===== src/rtl/maze_carver_dfs.sv =====
// ---------------------------------------------------------------------------
// maze_carver_dfs
//   Generates a perfect maze on a CELLS_X x CELLS_Y grid with an iterative
//   depth-first backtracker. It uses an on-chip stack of cell coordinates and
//   a 16-bit Galois LFSR (mask 0xB400) for direction choice. Per-cell wall bits
//   are exposed to the renderer through an asynchronous read port.
//
// Ports
//   clk          system clock
//   reset        synchronous, active-high reset
//   start        generation request (accepted only when idle/done, not busy)
//   seed[15:0]   LFSR seed, captured on accepted start (0 selects 0xACE1)
//   rd_x, rd_y   read coordinates
//   rd_walls     {south, east} walls of (rd_x, rd_y), combinational
//   busy         high while generating
//   done         high from completion until the next accepted start or reset
//   visited_cnt  (only with MAZE_CARVER_PROGRESS_EN) number of cells visited
//
// Optional feature macro: MAZE_CARVER_PROGRESS_EN adds the visited_cnt port.
//
// FSM states
//   state | meaning
//   IDLE  | waiting for start after reset
//   CLEAR | one cell per cycle: walls=11, visited=0
//   SEED  | visit and push (0,0)
//   PICK  | choose a random unvisited neighbour, step LFSR
//   CARVE | remove shared wall, visit and push neighbour
//   POP   | backtrack one stack entry
//   DONE  | maze held until next start
// ---------------------------------------------------------------------------
module maze_carver_dfs #(
    parameter int CELLS_X = 16,
    parameter int CELLS_Y = 8,
    parameter int XW      = $clog2(CELLS_X),
    parameter int YW      = $clog2(CELLS_Y)
) (
    input  logic          clk,
    input  logic          reset,
    input  logic          start,
    input  logic [15:0]   seed,
    input  logic [XW-1:0] rd_x,
    input  logic [YW-1:0] rd_y,
    output logic [1:0]    rd_walls,
    output logic          busy,
    output logic          done
`ifdef MAZE_CARVER_PROGRESS_EN
    ,
    output logic [$clog2(CELLS_X*CELLS_Y+1)-1:0] visited_cnt
`endif
);

    localparam int N   = CELLS_X * CELLS_Y;
    localparam int AW  = $clog2(N);
    localparam int SPW = $clog2(N + 1);

    typedef enum logic [2:0] {
        IDLE, CLEAR, SEED, PICK, CARVE, POP, DONE
    } state_t;

    state_t state, state_nx;

    logic             wall_e  [N];
    logic             wall_s  [N];
    logic             visited [N];
    logic [XW+YW-1:0] stack   [N];

    logic [SPW-1:0] sp;
    logic [AW-1:0]  clr_idx;
    logic [15:0]    lfsr;
    logic [XW-1:0]  cur_x;
    logic [YW-1:0]  cur_y;
    logic [1:0]     dir_q;

    logic           accept;
    int             cur_lin;
    logic [AW-1:0]  cur_addr, a_e, a_s, a_w, a_n, nb_addr;
    logic [3:0]     mask;
    logic [1:0]     pick_dir;
    logic [XW-1:0]  nb_x;
    logic [YW-1:0]  nb_y;

    // Start is ignored while busy; DONE still has busy high for its first
    // cycle, which keeps the completion latency at exactly 5N clocks.
    assign accept = start && !busy && (state == IDLE || state == DONE);

    assign cur_lin  = int'(cur_y) * CELLS_X + int'(cur_x);
    assign cur_addr = AW'(cur_lin);
    assign a_e      = AW'(cur_lin + 1);
    assign a_s      = AW'(cur_lin + CELLS_X);
    assign a_w      = AW'(cur_lin - 1);
    assign a_n      = AW'(cur_lin - CELLS_X);

    // Neighbour mask: bit0=E, bit1=S, bit2=W, bit3=N (in bounds and unvisited)
    always_comb begin
        mask    = 4'b0000;
        mask[0] = (int'(cur_x) < CELLS_X - 1) && !visited[a_e];
        mask[1] = (int'(cur_y) < CELLS_Y - 1) && !visited[a_s];
        mask[2] = (int'(cur_x) > 0)           && !visited[a_w];
        mask[3] = (int'(cur_y) > 0)           && !visited[a_n];
    end

    // First set mask bit scanning from lfsr[1:0] upward, modulo 4
    always_comb begin
        logic found;
        pick_dir = 2'd0;
        found    = 1'b0;
        for (int k = 0; k < 4; k++) begin
            if (!found && mask[lfsr[1:0] + 2'(k)]) begin
                pick_dir = lfsr[1:0] + 2'(k);
                found    = 1'b1;
            end
        end
    end

    always_comb begin
        nb_x    = cur_x;
        nb_y    = cur_y;
        nb_addr = a_e;
        case (dir_q)
            2'd0: begin nb_x = cur_x + XW'(1); nb_addr = a_e; end
            2'd1: begin nb_y = cur_y + YW'(1); nb_addr = a_s; end
            2'd2: begin nb_x = cur_x - XW'(1); nb_addr = a_w; end
            default: begin nb_y = cur_y - YW'(1); nb_addr = a_n; end
        endcase
    end

    always_ff @(posedge clk) begin
        if (reset) state <= IDLE;
        else       state <= state_nx;
    end

    always_comb begin
        state_nx = state;
        case (state)
            IDLE:    if (accept) state_nx = CLEAR;
            CLEAR:   if (clr_idx == AW'(N - 1)) state_nx = SEED;
            SEED:    state_nx = PICK;
            PICK:    state_nx = (mask != 4'b0000) ? CARVE : POP;
            CARVE:   state_nx = PICK;
            POP:     state_nx = (sp == SPW'(1)) ? DONE : PICK;
            DONE:    if (accept) state_nx = CLEAR;
            default: state_nx = IDLE;
        endcase
    end

    always_ff @(posedge clk) begin
        if (reset) begin
            for (int i = 0; i < N; i++) begin
                wall_e[i]  <= 1'b1;
                wall_s[i]  <= 1'b1;
                visited[i] <= 1'b0;
            end
            sp      <= '0;
            clr_idx <= '0;
            lfsr    <= 16'hACE1;
            cur_x   <= '0;
            cur_y   <= '0;
            dir_q   <= 2'd0;
            busy    <= 1'b0;
            done    <= 1'b0;
`ifdef MAZE_CARVER_PROGRESS_EN
            visited_cnt <= '0;
`endif
        end else begin
            if (accept) begin
                busy    <= 1'b1;
                done    <= 1'b0;
                clr_idx <= '0;
                lfsr    <= (seed == 16'h0000) ? 16'hACE1 : seed;
`ifdef MAZE_CARVER_PROGRESS_EN
                visited_cnt <= '0;
`endif
            end
            case (state)
                CLEAR: begin
                    wall_e[clr_idx]  <= 1'b1;
                    wall_s[clr_idx]  <= 1'b1;
                    visited[clr_idx] <= 1'b0;
                    clr_idx <= (clr_idx == AW'(N - 1)) ? '0 : clr_idx + AW'(1);
                end
                SEED: begin
                    visited[0] <= 1'b1;
                    sp         <= SPW'(1);
                    cur_x      <= '0;
                    cur_y      <= '0;
`ifdef MAZE_CARVER_PROGRESS_EN
                    visited_cnt <= visited_cnt + 1'b1;
`endif
                end
                PICK: begin
                    lfsr  <= {1'b0, lfsr[15:1]} ^ (lfsr[0] ? 16'hB400 : 16'h0000);
                    dir_q <= pick_dir;
                end
                CARVE: begin
                    case (dir_q)
                        2'd0:    wall_e[cur_addr] <= 1'b0;
                        2'd1:    wall_s[cur_addr] <= 1'b0;
                        2'd2:    wall_e[a_w]      <= 1'b0;
                        default: wall_s[a_n]      <= 1'b0;
                    endcase
                    visited[nb_addr] <= 1'b1;
                    sp    <= sp + SPW'(1);
                    cur_x <= nb_x;
                    cur_y <= nb_y;
`ifdef MAZE_CARVER_PROGRESS_EN
                    visited_cnt <= visited_cnt + 1'b1;
`endif
                end
                POP: begin
                    sp <= sp - SPW'(1);
                    if (sp != SPW'(1))
                        {cur_x, cur_y} <= stack[AW'(sp - SPW'(2))];
                end
                DONE: begin
                    if (busy) begin
                        busy <= 1'b0;
                        done <= 1'b1;
                    end
                end
                default: ;
            endcase
        end
    end

    // Stack contents need no reset: sp alone defines which entries are live.
    always_ff @(posedge clk) begin
        if (state == SEED)
            stack[0] <= '0;
        else if (state == CARVE)
            stack[AW'(sp)] <= {nb_x, nb_y};
    end

    logic          rd_in;
    logic [AW-1:0] rd_addr;
    assign rd_in    = (int'(rd_x) < CELLS_X) && (int'(rd_y) < CELLS_Y);
    assign rd_addr  = AW'(int'(rd_y) * CELLS_X + int'(rd_x));
    assign rd_walls = rd_in ? {wall_s[rd_addr], wall_e[rd_addr]} : 2'b11;

endmodule

===== config.mk =====
export PLATFORM = sky130hd
export DESIGN_NAME = maze_carver_dfs
export DESIGN_NICKNAME = d
export VERILOG_FILES = /design/src/rtl/maze_carver_dfs.sv
export SDC_FILE = /design/constraint.sdc
export NUM_CORES = 2
export LEC_CHECK = 0
export BUFFER_PORTS_ARGS = -buffer_cell sky130_fd_sc_hd__clkbuf_2
export CAP_MARGIN = 20
export CORE_MARGIN = 2
export CORE_UTILIZATION = 45
export DETAILED_ROUTE_END_ITERATION = 8
export GPL_ROUTABILITY_DRIVEN = 0
export HOLD_SLACK_MARGIN = 0.05
export PLACE_DENSITY = 0.62
export SLEW_MARGIN = 20
export SYNTH_ARGS = -nofsm -noshare
export SYNTH_HDL_FRONTEND = slang
export SYNTH_SLANG_ARGS = --single-unit

===== constraint.sdc =====
create_clock -name clk -period 13.6 [get_ports clk]
set_input_delay 1.36 -clock clk [delete_from_list [all_inputs] [get_ports clk]]
set_output_delay 1.36 -clock clk [all_outputs]
set_load 0.02 [all_outputs]

==> results.txt <==
----------------------------------------------------
[Outcome]
  Outcome ... finished, final reports clean

[Clock network]
  Num CTS Buffers ... 138
  # hold bufs at CTS ... 0
  Root Buffer Master ... clkbuf_16
  CTS sink count ... 1,325
  TritonCTS clock tree ... done
  H-tree lvl count ... 4
  Clock input transition at the sequential cells of the worst setup and hold paths ... 60 ps
  Clock Latency Late Sink ... 770 ps
  CTS resizes ... 0
  Setup Fix Bufs, Post-CTS ... 0
  Maximum clock insertion buffer count ... 3

[Logic synthesis]
  Area leader, netlist ... edfxtp_1
  Most instantiated library cell after synthesis ... edfxtp_1
  Synthesized area ... 58,800 um2
  YS warnings ... 0
  Primary flip-flop cell chosen by synthesis mapping ... edfxtp_1
  Synth area leaders ... edfxtp_1, mux4_2, dfxtp_1
  Number of flops mapped to enable cells by yosys ... approximately 1,000
  Async set or reset register ratio after synthesis ... 0%
  Number of flip-flops and latches in the synthesized netlist ... 1,325
  Count of different cell masters after synthesis ... 75
  Net count after synthesis ... 3,878
  Fraction of synthesized cell area taken by the top area cell type ... 52.3%
  Mean Syn Cell Area ... 15.3 um2
  Cell count after synthesis ... roughly 3,800
  Synth cell count leaders ... edfxtp_1, mux4_2, nor2_1
  Seq/Total Area, Yosys ... a little over three fifths

[Critical path]
  Critical path origin ... rd_x[0]
  Reg2reg start ... sp[0]
  R2R Path End ... cur_x[3]
  Critical path startpoint category ... input port
  R2R cell count ... 8
  Most frequent cell on the critical path ... mux4_2
  Worst path max stage delay ... approximately 640 ps
  Worst Setup EP ... rd_walls[1]
  Setup slack, reg-to-reg ... 8530 ps
  Kind of critical path ... input port to output pin
  Data arrival time of the worst path ... 4670 ps
  Maximum net fanout on the critical path ... 33
  Critical path's slowest cell ... buf_4
  Critical path data required time ... roughly 12,000 ps
  Cell-by-cell listing of the critical path ... buf_4 > buf_4 > mux4_2 > mux4_2 > mux4_2 > mux2_2 > clkbuf_2
  CP Capture Type ... output pin

[Timing]
  Part of the cycle the worst path needs ... approximately 44%
  Number of setup violations in the final report ... 0
  Count of final max-slew check failures ... 0
  Post-Route Hold Slack ... around 460 ps
  Worst Max-Slew Pin Slew ... 1220 ps
  Maximum clock frequency ... roughly 170 MHz
  Hold violation total from the final report ... 0
  Unrepaired setup endpoints after global routing ... no
  Worst clock skew on the final layout ... 39.0 ps
  Shortest period the worst path allows ... 6030 ps
  Total Negative Setup Slacks ... 0 ps
  Worst slew margin ... 18.3%

[Die]
  Standard-cell row count ... around 130
  Die Y ... 365 um
  I/O pin total ... 30
  Floorplan core area ... approximately 130,000 um2
  Horizontal die dimension ... 365 um
  Effective utilization at floorplan ... 45.3%
  Area of the die ... 134,000 um2

[Power and ir drop]
  Sequential fraction of design power ... 53.3%
  IR Drop Worst-Case VDD ... 0.000118 V
  Design internal power ... 6.46 mW
  Total net switching power ... around 1.7 mW
  Static Leak ... 17.5 nW
  Ratio of total power to cell area ... 125 nW/um2
  Fraction of power spent switching nets ... approximately a fifth
  Proportion of power drawn by the clock network ... 45.0%
  Combinational fraction of design power ... 1.7%

[Run]
  Max-capacitance violation count ... 0

[Global routing]
  GRT Residual Overflow ... 0
  Total routing usage reported by global routing ... 22.2%
  Wire length of the first global-routing pass ... 221 mm
  Via count of the first global-routing pass ... 33,600
  Maximum number of pins on one net before global-route repair ... 148
  Number of antenna violations at the first check in global routing ... 1

[Drt]
  Via/cell ratio ... 6.21
  DRC violation count after routing ... 0
  DR WL/cell ... 26.4 um
  Routed WL ... 148 mm
  Violation count after the first detailed-route iteration ... around 4,000
  Antenna Nets Post-Route ... 0
  Count of vias placed by the detailed router ... 34,800
  Detailed Routing Iterations Pass 1 ... 8

[Layout]
  Final design utilization ... 50.2%
  Post-synthesis to final-layout area growth ... 10.6%
  Ratio of cells with drive above 1 in the final layout ... between 20 and 25%
  Final layout net count ... 3,788
  Number of fill cells ... 10,700
  Post-route cell area ... ~65,000 um2

[Placement]
  IO Port Bufs ... 29
  HPWL after detailed placement ... 87.7 mm
  Cell area after placement ... 60,600 um2

[Min path]
  Worst hold path class ... flip-flop to flip-flop

----------------------------------------------------
power groups by stage:
stage	sequential, mW	combinational [mW]	clock [mW]
final	4.34	0.141	3.67
after global routing	4.34	0.152	3.90
after CTS	4.34	0.140	3.74
after detailed placement	4.43	0.140	0
after global placement	4.43	0.138	0
after floorplan	4.42	0.107	0
area by class of cell:
class	instances	area (um2)	area share (%)
antenna	1	2.50	0.00385
clock buffer	176	3730	5.73
clock inverter	70	636	0.977
inverter	17	63.8	0.0981
multi-input combinational	2159	20800	32.0
sequential	1325	36800	56.6
tap	1742	2180	3.35
timing repair buffer	106	827	1.27
stage by stage:
stage          setup WS (ps)  power, mW  std cells
2_1_floorplan           5160       4.53       3837
3_3_place_gp            7520       4.57       5345
3_5_place_dp            7500       4.57       5345
4_1_cts                 7500       8.22       5591
5_1_grt                 7370       8.39       5595
6_report                7570       8.15       5596
layer usage:
metal	global-route usage (%)	up-vias	share of wire, %
met4	6.53	2	2.4
met2	35.0	1309	47
met1	32.0	18000	44
li1	-	15300	-
met3	3.70	232	6.8
met5	0	-	0.0088
critical path, delay by kind of cell:
kind,cells,cell delay (ps)
buffers and inverters,3,1340
muxes,4,1910
worst min path at each step:
stage               start         end  slack [ps]  cells after the start
3_5_place_dp      lfsr[9]     lfsr[9]         450                      2
3_3_place_gp   wall_e[11]  wall_e[11]         440                      2
6_report          lfsr[2]     lfsr[2]         460                      2
2_1_floorplan  wall_e[30]  wall_e[30]         430                      2
4_1_cts           lfsr[9]     lfsr[9]         460                      2
5_1_grt           lfsr[2]     lfsr[2]         480                      2
cells in the final DEF, fill, tap and decap left out, types with 15 or more instances in the layout:
cell type	instances
a211oi_1	81
a21oi_1	78
a31oi_1	75
buf_4	73
clkbuf_1	27
clkbuf_16	140
clkbuf_2	26
clkinv_1	23
clkinv_2	26
dfxtp_1	297
edfxtp_1	1023
mux2i_1	72
mux4_2	474
nand2_1	146
nand2b_1	25
nand3_1	45
nor2_1	399
nor2b_1	17
nor3_1	49
o21ai_0	50
o21ai_1	43
o21bai_1	129
o22ai_1	122
o31ai_1	105
xnor2_1	19
xor2_1	15
state kept, by name, summed over array words and instances, names as in the netlist, 4 cells and up:
register and flops:
wall_s 128, stack 896, clr_idx 7, wall_e 128, lfsr 16, visited 128
sp 8, cur_x 4
cell families (layout without fill, tap and decap cells):
| logic type | after synthesis | in the layout | synth area share, % |
|---|---|---|---|
| buffers and inverters | 353 | 369 | 2.34 |
| other | 0 | 1 | 0 |
| flip-flops | 1325 | 1325 | 62.5 |
| multiplexers | 557 | 557 | 19.6 |
| AO/OA/AOI/OAI | 759 | 759 | 8.64 |
| adder cells (fa/ha/maj) | 15 | 15 | 0.332 |
| AND/OR/NAND/NOR | 788 | 788 | 5.96 |
| XOR/XNOR | 40 | 40 | 0.609 |
Power figures use the tool's default switching activity.
